[config.mk]
export PLATFORM = sky130hd
export DESIGN_NAME = keypad_scanner
export DESIGN_NICKNAME = d
export VERILOG_FILES = /design/src/rtl/keypad_scanner.sv
export SDC_FILE = /design/constraint.sdc
export NUM_CORES = 1
export LEC_CHECK = 0
export ABC_AREA = 1
export CAP_MARGIN = 30
export CORE_ASPECT_RATIO = 1.75
export CORE_MARGIN = 10
export CORE_UTILIZATION = 59
export CTS_CLUSTER_DIAMETER = 30
export DETAILED_ROUTE_END_ITERATION = 8
export PLACE_DENSITY = 0.82
export SYNTH_ARGS = -nofsm -noshare
export SYNTH_HDL_FRONTEND = slang
export SYNTH_SLANG_ARGS = --single-unit
[constraint.sdc]
create_clock -name clk -period 2.1 [get_ports clk]
set_clock_uncertainty 0.15 [all_clocks]
set_input_delay 0.42 -clock clk [delete_from_list [all_inputs] [get_ports clk]]
set_output_delay 0.42 -clock clk [all_outputs]
set_load 0.005 [all_outputs]
[src/rtl/keypad_scanner.sv]
// keypad_scanner: column-driven matrix keypad scanner with per-frame debounce
// and a valid/ready event port. Define KEYPAD_GHOST_EN for ghost-frame rejection.
module keypad_scanner #(
    parameter int ROWS     = 4,
    parameter int COLS     = 4,
    parameter int SCAN_DIV = 1000,
    parameter int DEBOUNCE = 4
) (
    input  logic                         clk,
    input  logic                         rst_n,
    output logic [COLS-1:0]              column_pins,
    input  logic [ROWS-1:0]              row_pins,
    output logic [ROWS*COLS-1:0]         keys,
    output logic                         event_valid,
    input  logic                         event_ready,
    output logic [$clog2(ROWS*COLS)-1:0] event_code,
    output logic                         event_press,
    output logic                         ghost
);
    localparam int N  = ROWS * COLS;
    localparam int CW = $clog2(N);
    localparam int DW = $clog2(SCAN_DIV);
    localparam int IW = $clog2(COLS);
    localparam int BW = $clog2(DEBOUNCE + 1);

    localparam logic [DW-1:0]   DIV_LAST = DW'(SCAN_DIV - 1);
    localparam logic [IW-1:0]   COL_LAST = IW'(COLS - 1);
    localparam logic [BW-1:0]   DEB_LAST = BW'(DEBOUNCE - 1);
    localparam logic [COLS-1:0] COL_RST  = ~COLS'(1);

    logic [ROWS-1:0]        sync1_q, sync2_q;
    logic [DW-1:0]          div_q, div_d;
    logic [IW-1:0]          col_q, col_d;
    logic [COLS-1:0]        col_pins_q, col_pins_d;
    logic [N-1:0]           raw_q, raw_d;
    logic                   fend_q, fend_d;
    logic [N-1:0]           keys_q, keys_d;
    logic [N-1:0][BW-1:0]   cnt_q, cnt_d;
    logic [N-1:0]           pend_q, pend_d;
    logic [N-1:0]           flip;
    logic                   ev_valid_q, ev_valid_d;
    logic [CW-1:0]          ev_code_q, ev_code_d;
    logic                   ev_press_q, ev_press_d;
    logic                   amb;
    logic                   load;
    logic                   found;
    logic [CW-1:0]          idx;

    // Column dwell counter, rotation and raw-frame capture.
    always_comb begin
        div_d      = div_q + 1'b1;
        col_d      = col_q;
        col_pins_d = col_pins_q;
        raw_d      = raw_q;
        fend_d     = 1'b0;
        if (div_q == DIV_LAST) begin
            div_d = '0;
            for (int r = 0; r < ROWS; r++) begin
                raw_d[r*COLS + int'(col_q)] = ~sync2_q[r];
            end
            col_pins_d = {col_pins_q[COLS-2:0], col_pins_q[COLS-1]};
            if (col_q == COL_LAST) begin
                col_d  = '0;
                fend_d = 1'b1;
            end else begin
                col_d = col_q + 1'b1;
            end
        end
    end

`ifdef KEYPAD_GHOST_EN
    logic ghost_q, ghost_d;
    int   common;

    // Two rows sharing two pressed columns cannot be told apart from ghosting.
    always_comb begin
        amb    = 1'b0;
        common = 0;
        for (int a = 0; a < ROWS; a++) begin
            for (int b = a + 1; b < ROWS; b++) begin
                common = 0;
                for (int c = 0; c < COLS; c++) begin
                    if (raw_q[a*COLS+c] && raw_q[b*COLS+c]) begin
                        common = common + 1;
                    end
                end
                if (common >= 2) begin
                    amb = 1'b1;
                end
            end
        end
    end

    always_comb begin
        ghost_d = ghost_q;
        if (fend_q) begin
            ghost_d = amb;
        end
    end

    assign ghost = ghost_q;
`else
    assign amb   = 1'b0;
    assign ghost = 1'b0;
`endif

    always_comb begin
        cnt_d = cnt_q;
        flip  = '0;
        if (fend_q && !amb) begin
            for (int k = 0; k < N; k++) begin
                if (raw_q[k] != keys_q[k]) begin
                    if (cnt_q[k] == DEB_LAST) begin
                        flip[k]  = 1'b1;
                        cnt_d[k] = '0;
                    end else begin
                        cnt_d[k] = cnt_q[k] + 1'b1;
                    end
                end else begin
                    cnt_d[k] = '0;
                end
            end
        end
        keys_d = keys_q ^ flip;
    end

    // Lowest pending index wins; the loader clear lands before the new toggle.
    always_comb begin
        load  = !ev_valid_q || event_ready;
        found = 1'b0;
        idx   = '0;
        for (int k = N - 1; k >= 0; k--) begin
            if (pend_q[k]) begin
                found = 1'b1;
                idx   = CW'(k);
            end
        end
        pend_d     = pend_q;
        ev_valid_d = ev_valid_q;
        ev_code_d  = ev_code_q;
        ev_press_d = ev_press_q;
        if (load) begin
            ev_valid_d = found;
            if (found) begin
                ev_code_d   = idx;
                ev_press_d  = keys_q[idx];
                pend_d[idx] = 1'b0;
            end
        end
        pend_d = pend_d ^ flip;
    end

    always_ff @(posedge clk or negedge rst_n) begin
        if (!rst_n) begin
            sync1_q    <= '1;
            sync2_q    <= '1;
            div_q      <= '0;
            col_q      <= '0;
            col_pins_q <= COL_RST;
            raw_q      <= '0;
            fend_q     <= 1'b0;
            keys_q     <= '0;
            cnt_q      <= '0;
            pend_q     <= '0;
            ev_valid_q <= 1'b0;
            ev_code_q  <= '0;
            ev_press_q <= 1'b0;
`ifdef KEYPAD_GHOST_EN
            ghost_q    <= 1'b0;
`endif
        end else begin
            sync1_q    <= row_pins;
            sync2_q    <= sync1_q;
            div_q      <= div_d;
            col_q      <= col_d;
            col_pins_q <= col_pins_d;
            raw_q      <= raw_d;
            fend_q     <= fend_d;
            keys_q     <= keys_d;
            cnt_q      <= cnt_d;
            pend_q     <= pend_d;
            ev_valid_q <= ev_valid_d;
            ev_code_q  <= ev_code_d;
            ev_press_q <= ev_press_d;
`ifdef KEYPAD_GHOST_EN
            ghost_q    <= ghost_d;
`endif
        end
    end

    assign column_pins = col_pins_q;
    assign keys        = keys_q;
    assign event_valid = ev_valid_q;
    assign event_code  = ev_code_q;
    assign event_press = ev_press_q;

endmodule

==> metrics.txt <==
layout cells sized above 1=15.34%; Sw Pwr=2603 µW; pwr dens=1105 nW/µm²; GRT Overall Usage=19.77%; register area share after synthesis=54.06%; worst-case clock buffer depth=2; switch share=32.18%; leading area contributor after synthesis=dfrtp_1; dpl ws=-0.03425 ns; Yosys reg bits=127; Synth top area share=49.16%; Worst setup startpoint=pend_q[14]; worst hold margin=0.2046 ns; wire per inst=16.01 µm; CP Capture Point=pend_q[9]; Die Ht=152.3 µm; max frequency=0.4661 GHz; Post-DRT Antenna Nets=0; drt drc=0; Post-DP HPWL=9.976 mm; Cells after Synth=628; largest net degree at the start of global routing=47; min-delay worst type=flop to flop; RD Place Congestion=0.9355; final hold vios=0; fin. max-slew vios=0; I/O pin cnt=34; max cap viols=0; final setup vio count=9; outcome=finished, violations left; die width=95.62 µm; total die area=14570 µm²; initial antenna violation count=0; Post-layout nets=732; FF-to-FF Start=pend_q[14]; Worst EP arrival=2.32 ns; Async SR Flop Fraction=100.0%; CTS Root Cell=clkbuf_16; violated checks=setup timing; RR Endpoint=pend_q[9]; TritonCTS Buffers=17; GRT overflow=0; dominant synthesized flop cell=dfrtp_1; R2R depth=18; Area Growth Syn to Fin=23.95%; I/O Buffers=32; register share of total power=32.9%; post-layout min period=2.146 ns; YS warnings=0; Mean Syn Cell Area=9.402 µm²; cell leakage power=0.003577 µW; clk slew on worst S/H paths=0.06 ns; fillers=653; CP Class=flop to flop; first-pass GRT wire length=22.75 mm; Distinct cells, synth=35; TritonCTS Sinks=127; required time worst endpoint=2.28 ns; n_diodes=0; flop2flop setup slack=-0.05 ns; clk_lat worst skew=0.41 ns; startpoint types=flop; DR vias/cell=5.312; worst vdd ir=1.064 mV; core area=9849 µm²; largest cells by area after synthesis=dfrtp_1 49%, nor2_1 6.3%, nand2_1 5.4%; Initial Utilization=59.95%; power share of the clock group=38.1%; crit path max fanout=7; fin crit share=102.2%; Crit. End Element=flop; Pint=5487 µW; Iter 0 DRT Violations=194; Cell Rows=48; final wirelength=13.48 mm; Synth Net Count=656; setup ws final=-0.04561 ns; RSZ-0062 raised after global routing=yes; multi-input logic area=2405 µm²; First-pass DRT Iterations=5; Comb power frac=29.0%; synthesized area=5904 µm²; number of global-route vias before repair=4800; via count=4473; register area=3192 µm²; CTS tree=done; EDFF count, synth=0; H-tree Lvls=4
[state kept, by name, indices dropped and copies added (netlist names), 2 cells and up]
register     cells
cnt_q           48
col_q            2
column_pins      4
div_q           10
event_code       4
keys            16
pend_q          16
raw_q           16
sync1_q          4
sync2_q          4
[power by group through the flow]
stage | Sequential (µW) | Combinational, µW | Clock [µW]
after floorplan | 2700 | 1210 | 0
after global placement | 2690 | 2000 | 0
after detailed placement | 2700 | 2040 | 0
after CTS | 2660 | 2130 | 3130
after global routing | 2680 | 2580 | 3240
final | 2660 | 2350 | 3080
[placed cells by master, fill, tap and decap left out, drive strengths merged]
cell and instances:
a21oi 19, a22o 14, a2bb2oi 1, a31oi 1
a32o 2, buf 36, bufinv 4, clkbuf 19
clkdlybuf4s50 31, clkinv 4, clkinvlp 4, conb 1
dfrtp 116, dfstp 11, dlygate4sd3 1, ha 21
inv 86, nand2 92, nand3 23, nand3b 2
nand4 7, nor2 99, nor3 10, nor4 3
o21a 16, o21ai 43, o31ai 1, or2 1
xnor2 31, xor2 18
[layout make-up]
cell class	instances	area share, %
Clock buffer	19	6.052
Clock inverter	13	2.547
Inverter	85	4.360
Multi-Input combinational cell	405	32.86
Sequential cell	127	43.61
Tap cell	125	2.137
Timing Repair Buffer	68	8.429
[per-stage QoR]
step | TNS, ns | cell area, µm² | cells | power, µW | utilization (%)
3_3_place_gp | 0 | 6578 | 804 | 4693 | 66.78
2_1_floorplan | 0 | 5904 | 628 | 3908 | -
3_5_place_dp | -0.1815 | 6578 | 804 | 4741 | 66.78
5_1_grt | -2.842 | 7318 | 842 | 8495 | 74.30
6_report | -0.2686 | 7318 | 842 | 8090 | 74.30
4_1_cts | -0.03434 | 7247 | 838 | 7919 | 73.58
[cell families (layout without fill, tap and decap cells)]
logic type | count (synthesis) | in the layout | share of synthesized area, %
simple gates | 237 | 237 | 17.00
compound gates | 97 | 97 | 10.89
buf+inv | 96 | 185 | 6.272
other cells | 1 | 1 | 0.06351
xor+xnor | 49 | 49 | 7.268
flops | 127 | 127 | 54.06
fa+ha+maj | 21 | 21 | 4.450
[cells in the mapped netlist (4+ instances only)]
| cell | count |
|---|---|
| nor2_1 | 99 |
| dfrtp_1 | 116 |
| o21ai_2 | 5 |
| o21a_1 | 16 |
| a21oi_1 | 17 |
| dfstp_2 | 11 |
| nand2_2 | 4 |
| nand4_1 | 7 |
| a22o_1 | 14 |
| xnor2_1 | 31 |
| inv_1 | 83 |
| nor3_1 | 9 |
| ha_1 | 21 |
| nand3_1 | 23 |
| o21ai_1 | 6 |
| buf_1 | 4 |
| xor2_1 | 18 |
| nand2_1 | 85 |
| o21ai_0 | 32 |
[worst max-delay path: stages, from the launching register on]
cell     delay [ns]
dfrtp_1        0.38
inv_1          0.07
nand2_1        0.05
nand2_1        0.08
nand2_2        0.06
nand2_1        0.05
nand2_1        0.04
nand2_1        0.05
nand2_1        0.05
nand2_1        0.05
nand2_1        0.04
nand2_1        0.07
nand2_2        0.07
nand2_4        0.09
nand2_8        0.07
a21oi_4        0.19
nand2_2        0.16
o21ai_2        0.16
xor2_1         0.18
[metal layers]
| layer | global-route usage [%] | routed length (µm) |
|---|---|---|
| met5 | 0 | 0 |
| met4 | 11.01 | 484 |
| met3 | 4.736 | 545 |
| met2 | 34.12 | 7404 |
| met1 | 20.96 | 5049 |
[how the worst min path moves through the flow]
stage,from,endpoint,slack [ns],depth (start not counted)
finish,sync1_q[0],sync2_q[0],0.20,0
global route,sync1_q[3],sync2_q[3],0.21,0
CTS,sync1_q[0],sync2_q[0],0.21,0
detailed placement,rst_n,cnt_q[41],0.16,1
global placement,rst_n,cnt_q[41],0.16,1
floorplan,rst_n,cnt_q[0],-0.03,0
[timing repair]
item                                    CTS  global route
setup buffers                             1             3
resized for setup                         6            15
hold buffers                              1             0
pin swaps                                 0             5
gates cloned                              0             1
endpoints found under the setup margin   11            16
hold endpoints to repair                 13             0
No activity file was read; power rests on OpenSTA's default activity.
